==> src/rtl/fifo_wr_if.sv <==
// Write-side port bundle of the asynchronous FIFO.
// The producer drives winc; the read domain supplies its Gray pointer.
// The write block returns the memory write strobe/address, its own
// Gray pointer and the full / almost_full flags.
//
// Handshake: a write is accepted on a wclk rising edge exactly when
// winc=1 and full=0. wclken is that acceptance term, and waddr is the
// slot written on that edge. winc while full is dropped, not queued.
interface fifo_wr_if #(
    parameter int ADDR_WIDTH = 3
);
    localparam int PW = ADDR_WIDTH + 1;

    logic                  winc;
    logic [PW-1:0]         gray_rd_ptr;
    logic [ADDR_WIDTH-1:0] waddr;
    logic                  wclken;
    logic [PW-1:0]         gray_wr_ptr;
    logic                  full;
    logic                  almost_full;

    // Producer / read-domain side.
    modport master (
        output winc,
        output gray_rd_ptr,
        input  waddr,
        input  wclken,
        input  gray_wr_ptr,
        input  full,
        input  almost_full
    );

    // Write-pointer block side.
    modport slave (
        input  winc,
        input  gray_rd_ptr,
        output waddr,
        output wclken,
        output gray_wr_ptr,
        output full,
        output almost_full
    );
endinterface

==> src/rtl/fifo_wr.sv <==
// Write-pointer and full-flag logic of an asynchronous FIFO.
// Keeps a binary write pointer plus its registered Gray copy, brings the
// read-domain Gray pointer across with a two-flop synchronizer and
// derives full (pointer compare) and a registered almost_full.
module fifo_wr #(
    parameter int ADDR_WIDTH = 3,
    parameter int AF_MARGIN  = 2
) (
    input  logic        wclk,
    input  logic        wrst_n,
    fifo_wr_if.slave    bus
);
    localparam int PW    = ADDR_WIDTH + 1;
    localparam int DEPTH = 1 << ADDR_WIDTH;
    localparam logic [PW-1:0] AF_LEVEL = PW'(DEPTH - AF_MARGIN);

    logic [PW-1:0] r_wr_ptr;
    logic [PW-1:0] r_gray_wr_ptr;
    logic [PW-1:0] r_rq1;
    logic [PW-1:0] r_rq2;
    logic          r_almost_full;

    logic          w_full;
    logic          w_wr_en;
    logic [PW-1:0] w_wr_ptr_next;
    logic [PW-1:0] w_gray_next;
    logic [PW-1:0] w_rd_bin;
    logic [PW-1:0] w_count_next;

    // Full when the write pointer has lapped the synchronized read pointer:
    // Gray form differs only in the two top bits.
    assign w_full  = (r_gray_wr_ptr == {~r_rq2[PW-1:PW-2], r_rq2[PW-3:0]});
    assign w_wr_en = bus.winc & ~w_full;

    assign w_wr_ptr_next = r_wr_ptr + {{(PW-1){1'b0}}, w_wr_en};
    assign w_gray_next   = w_wr_ptr_next ^ (w_wr_ptr_next >> 1);

    // Gray-to-binary of the synchronized read pointer: each binary bit is
    // the XOR of all Gray bits at or above it.
    always_comb begin
        w_rd_bin = '0;
        for (int i = 0; i < PW; i++) begin
            w_rd_bin[i] = ^(r_rq2 >> i);
        end
    end

    // Fill level after this edge; modulo arithmetic handles pointer wrap.
    assign w_count_next = w_wr_ptr_next - w_rd_bin;

    // Write pointer and its Gray copy advance together on an accepted write.
    always_ff @(posedge wclk or negedge wrst_n) begin
        if (!wrst_n) begin
            r_wr_ptr      <= '0;
            r_gray_wr_ptr <= '0;
        end else begin
            r_wr_ptr      <= w_wr_ptr_next;
            r_gray_wr_ptr <= w_gray_next;
        end
    end

    // Two-flop synchronizer for the read-domain Gray pointer.
    always_ff @(posedge wclk or negedge wrst_n) begin
        if (!wrst_n) begin
            r_rq1 <= '0;
            r_rq2 <= '0;
        end else begin
            r_rq1 <= bus.gray_rd_ptr;
            r_rq2 <= r_rq1;
        end
    end

    // Registered almost_full from the post-edge fill level.
    always_ff @(posedge wclk or negedge wrst_n) begin
        if (!wrst_n) begin
            r_almost_full <= 1'b0;
        end else begin
            r_almost_full <= (w_count_next >= AF_LEVEL);
        end
    end

    assign bus.waddr       = r_wr_ptr[ADDR_WIDTH-1:0];
    assign bus.wclken      = w_wr_en;
    assign bus.gray_wr_ptr = r_gray_wr_ptr;
    assign bus.full        = w_full;
    assign bus.almost_full = r_almost_full;
endmodule

==> src/flat_wrapper.sv <==
// flat-port wrapper written by rule: the top's interface ports become plain ports
module fifo_wr_flat 
#(
    parameter int ADDR_WIDTH = 3,
    parameter int AF_MARGIN  = 2
)
  (wclk, wrst_n, bus_winc, bus_gray_rd_ptr, bus_waddr, bus_wclken, bus_gray_wr_ptr, bus_full, bus_almost_full);
  fifo_wr_if #(.ADDR_WIDTH(ADDR_WIDTH)) bus_i ();
  input  logic wclk;
  input  logic wrst_n;
  input wire logic [$bits(bus_i.winc)-1:0] bus_winc;
  input wire logic [$bits(bus_i.gray_rd_ptr)-1:0] bus_gray_rd_ptr;
  output wire logic [$bits(bus_i.waddr)-1:0] bus_waddr;
  output wire logic [$bits(bus_i.wclken)-1:0] bus_wclken;
  output wire logic [$bits(bus_i.gray_wr_ptr)-1:0] bus_gray_wr_ptr;
  output wire logic [$bits(bus_i.full)-1:0] bus_full;
  output wire logic [$bits(bus_i.almost_full)-1:0] bus_almost_full;
  assign bus_i.winc = bus_winc;
  assign bus_i.gray_rd_ptr = bus_gray_rd_ptr;
  assign bus_waddr = bus_i.waddr;
  assign bus_wclken = bus_i.wclken;
  assign bus_gray_wr_ptr = bus_i.gray_wr_ptr;
  assign bus_full = bus_i.full;
  assign bus_almost_full = bus_i.almost_full;
  fifo_wr #(.ADDR_WIDTH(ADDR_WIDTH), .AF_MARGIN(AF_MARGIN)) u_core (.wclk(wclk), .wrst_n(wrst_n), .bus(bus_i));
endmodule
==> config.mk <==
export PLATFORM = sky130hd
export DESIGN_NAME = fifo_wr_flat
export DESIGN_NICKNAME = d
export VERILOG_FILES = /design/src/rtl/fifo_wr_if.sv /design/src/rtl/fifo_wr.sv /design/src/flat_wrapper.sv
export SDC_FILE = /design/constraint.sdc
export NUM_CORES = 1
export LEC_CHECK = 0
export CORE_AREA = 2 2 44 46
export CTS_CLUSTER_DIAMETER = 30
export DETAILED_ROUTE_END_ITERATION = 8
export DIE_AREA = 0 0 46 48
export PLACE_DENSITY = 0.72
export RECOVER_POWER = 100
export SLEW_MARGIN = 20
export SYNTH_ARGS = -nofsm -noshare
export SYNTH_HDL_FRONTEND = slang
export SYNTH_SLANG_ARGS = --single-unit
==> constraint.sdc <==
create_clock -name wclk -period 2.2 [get_ports wclk]
set_input_delay 0.66 -clock wclk [delete_from_list [all_inputs] [get_ports wclk]]
set_output_delay 0.66 -clock wclk [all_outputs]
set_load 0.01 [all_outputs]
# After elaboration in Yosys (flattened, before gate mapping)
# Cells that the tools add are included.
# classes
addsub	2
order_cmp	1
eq_ne	1
bitwise_logic	4
reduce_logical	4
# op_table
cell	count
$reduce_xor 4->1	4
$add 4x1->4	1
$eq 4x4->1	1
$ge 4x3->1 const B	1
$sub 4x4->4	1
$xor 4x3->4	1
$not 2->2	1
$and 1x1->1	1
$not 1->1	1
# word_totals
regBits	17

# Longest topological paths before layout
# logic_depth
depth_word	7
ltp_mapped	11
depth_no_buf	11

# Worst setup path before layout
# No wires, ideal clock.
# synth_path
kind	reg-to-reg
start	register u_core.r_gray_wr_ptr[3] (netlist: u_core.bus.gray_wr_ptr[3])
end	register u_core.r_almost_full (netlist: u_core.bus.almost_full)
setup_time_ns	0.121
arrival_ns	2.644
t_required_ns	2.079
setup_slack_ns	-0.565
stages_incl_launch_ff	12
n_path_buf	0
path_cell_list	dfrtp_1 > xnor2_1 > nor4_2 > nor2b_1 > ha_1 > ha_1 > xor2_1 > ha_1 > a21oi_1 > o21ai_0 > xor3_1 > o21ai_1
# synth_between
elab_chain_len	6
# synth_rtl
item	line_no	text
start: declaration	fifo_wr.sv:18	logic [PW-1:0] r_gray_wr_ptr;
start signal: assignment	fifo_wr.sv:57	r_gray_wr_ptr <= w_gray_next;
$eq 4x4->1	fifo_wr.sv:32	assign w_full = (r_gray_wr_ptr == {~r_rq2[PW-1:PW-2], r_rq2[PW-3:0]});
via bus_full	flat_wrapper.sv:16	output wire logic [$bits(bus_i.full)-1:0] bus_full;
$not 1->1	fifo_wr.sv:33	assign w_wr_en = bus.winc & ~w_full;
$and 1x1->1	fifo_wr.sv:33	
via bus_wclken	flat_wrapper.sv:14	output wire logic [$bits(bus_i.wclken)-1:0] bus_wclken;
$add 4x1->4	fifo_wr.sv:35	assign w_wr_ptr_next = r_wr_ptr + {{(PW-1){1'b0}}, w_wr_en};
via u_core.w_wr_ptr_next[2]	fifo_wr.sv:25	logic [PW-1:0] w_wr_ptr_next;
$sub 4x4->4	fifo_wr.sv:48	assign w_count_next = w_wr_ptr_next - w_rd_bin;
$ge 4x3->1	fifo_wr.sv:77	r_almost_full <= (w_count_next >= AF_LEVEL);
end signal: assignment	fifo_wr.sv:77	
end: declaration	fifo_wr.sv:21	logic r_almost_full;
# The timed path passes the listed nets, and every way through them passes these cells.

# Worst setup path in the final report
# layout_path
start	register u_core.r_rq2[3]
end	register u_core.r_almost_full (netlist: u_core.bus.almost_full)
# layout_between
elab_chain_len	7
# layout_rtl
item	line_no	text
start: declaration	fifo_wr.sv:20	logic [PW-1:0] r_rq2;
start signal: assignment	fifo_wr.sv:68	r_rq2 <= r_rq1;
$not 2->2	fifo_wr.sv:32	
$eq 4x4->1	fifo_wr.sv:32	
$not 1->1	fifo_wr.sv:33	
$and 1x1->1	fifo_wr.sv:33	
$add 4x1->4	fifo_wr.sv:35	
via u_core.w_wr_ptr_next[2]	fifo_wr.sv:25	
$sub 4x4->4	fifo_wr.sv:48	
$ge 4x3->1	fifo_wr.sv:77	
# The timed path passes the listed nets, and every way through them passes these cells.

==> summary.md <==
| Metric | Value |
|---|---|
| Status | `finished, violations left` |
| Failing checks | `setup timing` |
| Register clock-pin slew on the reported worst setup and hold paths | `0.09 ns` |
| Total CTS buffers | `3` |
| Delay-heaviest family, CP | `adder cells` |
| H-tree depth | `1` |
| Core box area | `1689 um2` |
| Ant. Diodes | `0` |
| Total grt overflow | `0` |
| # port buffers | `16` |
| Syn Std Cell Area | `between 700 and 800 um2` |
| Synth Net Count | `59` |
| WP buf/inv | `0` |
| Initial antenna violation count | `0` |
| Synthesized flop and latch total | `16` |
| Routability cong. | `0.7663` |
| Worst EP arrival | `2.58 ns` |
| Maximum vdd drop | `around 0.00087 V` |
| Hold WC Path Type | `flop to flop` |
| Clock sink total | `16` |
| Clock network fraction of total power | `12.1%` |
| Worst Skew | `approximately 0.00075 ns` |
| Worst Max-Slew Pin Slew | `0.8485 ns` |
| Comb power frac | `59.1%` |
| Site row count | `15` |
| Top cells by area, synth | `dfrtp_1 57%, ha_1 8.9%, xor2_1 7.5%` |
| Post-Synthesis Cells | `46` |
| Final setup viols | `1` |
| Worst reg2reg setup slack | `-0.16 ns` |
| Area Overhead vs Synth | `52.41%` |
| Worst rel slew slack | `between 40% and 50%` |
| Sum Neg Setup Slack | `-0.1623 ns` |
| Final Total Pwr | `~1.6 mW` |
| Crit-path cells | `xnor2_1, nor4_2, nor2b_2, ha_2, ha_4, xor2_4, ha_4, nand2_2, o21ai_2, xor3_1, o21ai_1` |
| RSZ-0062 raised after global routing | `true` |
| Final ANT Viol Nets | `0` |
| Longest Clk Path Bufs | `2` |
| Register area share after synthesis | `57.04%` |
| Pwr dens | `1484 nW/um2` |
| Largest net degree at the start of global routing | `17` |
| CP dominant cell by count | `ha_4` |
| DIE WIDTH | `46 um` |
| Root Driver | `clkbuf_4` |
| Final worst setup slack | `-0.1623 ns` |
| Area leader, netlist | `dfrtp_1` |
| WL/cell | `13.03 um` |
| Crit start category | `flop` |
| Slowest cell on the critical path | `dfrtp_1` |
| Final hold vios | `0` |
| Remaining DRCs | `0` |
| Total wire length | `between 1000 and 1500 um` |
| FMAX | `423.3 MHz` |
| Seq pwr share | `28.8%` |
| Detailed Place HPWL | `~980 um` |
| CP max stage delay | `about 0.41 ns` |
| Critical path class | `flop to flop` |
| Sw Share | `35.19%` |
| YS warnings | `0` |
| Gr usage total | `between 10 and 15%` |
| Starting DRT DRC Count | `3` |
| Synth top area share | `a little under three fifths` |
| Setup Fix Bufs, Post-CTS | `0` |
| Total number of vias | `458` |
| TritonCTS clock tree | `built` |
| Fin crit share | `107.4%` |
| Final-layout fill cell count | `140` |
| Crit Path Max Fanout | `3` |
| Vias in the first global route | `about 480` |
| Max-Cap Viols | `0` |
| # hold bufs at CTS | `0` |
| Distinct cells, synth | `16` |
| P_sw | `0.5589 mW` |
| Syn avg cell area | `15.26 um2` |
| First-pass iteration count of the detailed router | `3` |
| I/O pins | `17` |
| Internal power | `about 1.0 mW` |
| Starting Density | `41.56%` |
| Critical Path RT | `approximately 2.4 ns` |
| Die area | `2208 um2` |
| Fin crit period | `2.362 ns` |
| Post-DR vias/cell | `4.722` |
| Layout cells sized above 1 | `36.25%` |
| Dpl ws | `-0.4048 ns` |
| Pleak | `0.4862 nW` |
| Worst-skew pair later-pin latency | `0.29 ns` |
| Die Height | `48 um` |
| Nets | `94` |
| Final Max Tran Viols | `0` |
| Crit end category | `flop` |
| First-pass GRT wire length | `2083 um` |
[cells by family (layout without fill, tap and decap cells)]
logic type,Yosys count,count (layout),share of synthesized area [%]
fa+ha+maj,6,6,11.76
simple gates,4,4,4.634
buf+inv,3,37,1.604
compound gates,3,3,2.137
xor+xnor,14,14,22.82
flops,16,16,57.04
[registers in the layout (all words and copies together), names as in the netlist]
register	count
u_core.bus.almost_full	1
u_core.bus.gray_wr_ptr	4
u_core.r_wr_ptr	3
u_core.r_rq1	4
u_core.r_rq2	4
[repair_timing]
item / in CTS / in global routing
pin swaps: 1 / 1
setup endpoints to repair: 3 / 3
gates resized for setup: 4 / 1
[final timing paths]
path,start,endpoint,depth (start not counted)
setup / recovery,u_core.r_rq2[3],u_core.bus.almost_full,11
hold / removal,u_core.r_rq1[3],u_core.r_rq2[3],0
setup reg to reg,u_core.r_rq2[3],u_core.bus.almost_full,11
hold reg to reg,u_core.r_rq1[3],u_core.r_rq2[3],0
max in group asynchronous,wrst_n,u_core.r_rq1[3],2
min in group asynchronous,wrst_n,u_core.bus.gray_wr_ptr[2],2
[metrics by stage]
stage	utilization (%)	instances	hold slack [ns]	instance area, um2
after floorplan	-	46	0.3312	750.7
after global placement	61.41	93	0.3326	1037
after detailed placement	61.41	93	0.3387	1037
after CTS	63.78	97	0.3606	1077
after global routing	63.33	97	0.3660	1070
final	63.33	97	0.3574	1070
[power groups by stage]
stage,registers (mW),clock network [mW],logic (mW)
6_report,0.457,0.192,0.939
5_1_grt,0.468,0.216,1.03
4_1_cts,0.461,0.201,0.976
3_5_place_dp,0.467,0,0.938
3_3_place_gp,0.462,0,0.910
2_1_floorplan,0.507,0,0.472
[placed cells by master, fill, tap and decap left out, drive strengths merged]
cell / netlist / layout
clkbuf: 0 / 5
xnor2: 6 / 6
nor4: 1 / 1
o21ai: 2 / 2
fa: 1 / 1
dlygate4sd3: 0 / 11
nor2b: 1 / 1
clkdlybuf4s50: 0 / 3
xor3: 1 / 1
xor2: 7 / 7
nand2: 1 / 1
buf: 0 / 13
inv: 3 / 3
a21oi: 1 / 1
ha: 5 / 5
nand3: 1 / 1
dlygate4sd2: 0 / 2
dfrtp: 16 / 16
[final cells by class]
| type | count | area, um2 | area share, % |
|---|---|---|---|
| clock buffers | 4 | 36.28 | 3.392 |
| multi-input cells | 27 | 341.6 | 31.93 |
| flip-flops and latches | 16 | 400.4 | 37.43 |
| inverters | 3 | 11.26 | 1.053 |
| repair buffers | 30 | 259.0 | 24.21 |
| well taps | 17 | 21.27 | 1.988 |
[routing by layer]
| metal | share of wire, % | GRT usage, % | vias to the layer above |
|---|---|---|---|
| li1 | - | - | 216 |
| met1 | 39 | 15.95 | 223 |
| met4 | 3.2 | 10.29 | 0 |
| met2 | 54 | 24.72 | 14 |
| met3 | 4.3 | 4.528 | 5 |
| met5 | 0 | 0 | - |
[synth_stat cells, drive strengths merged]
cell,instances
o21ai,2
a21oi,1
nor4,1
inv,3
xor2,7
xnor2,6
fa,1
dfrtp,16
nor2b,1
nand2,1
nand3,1
xor3,1
ha,5
Note: power is estimated with default switching activity, not from simulation.
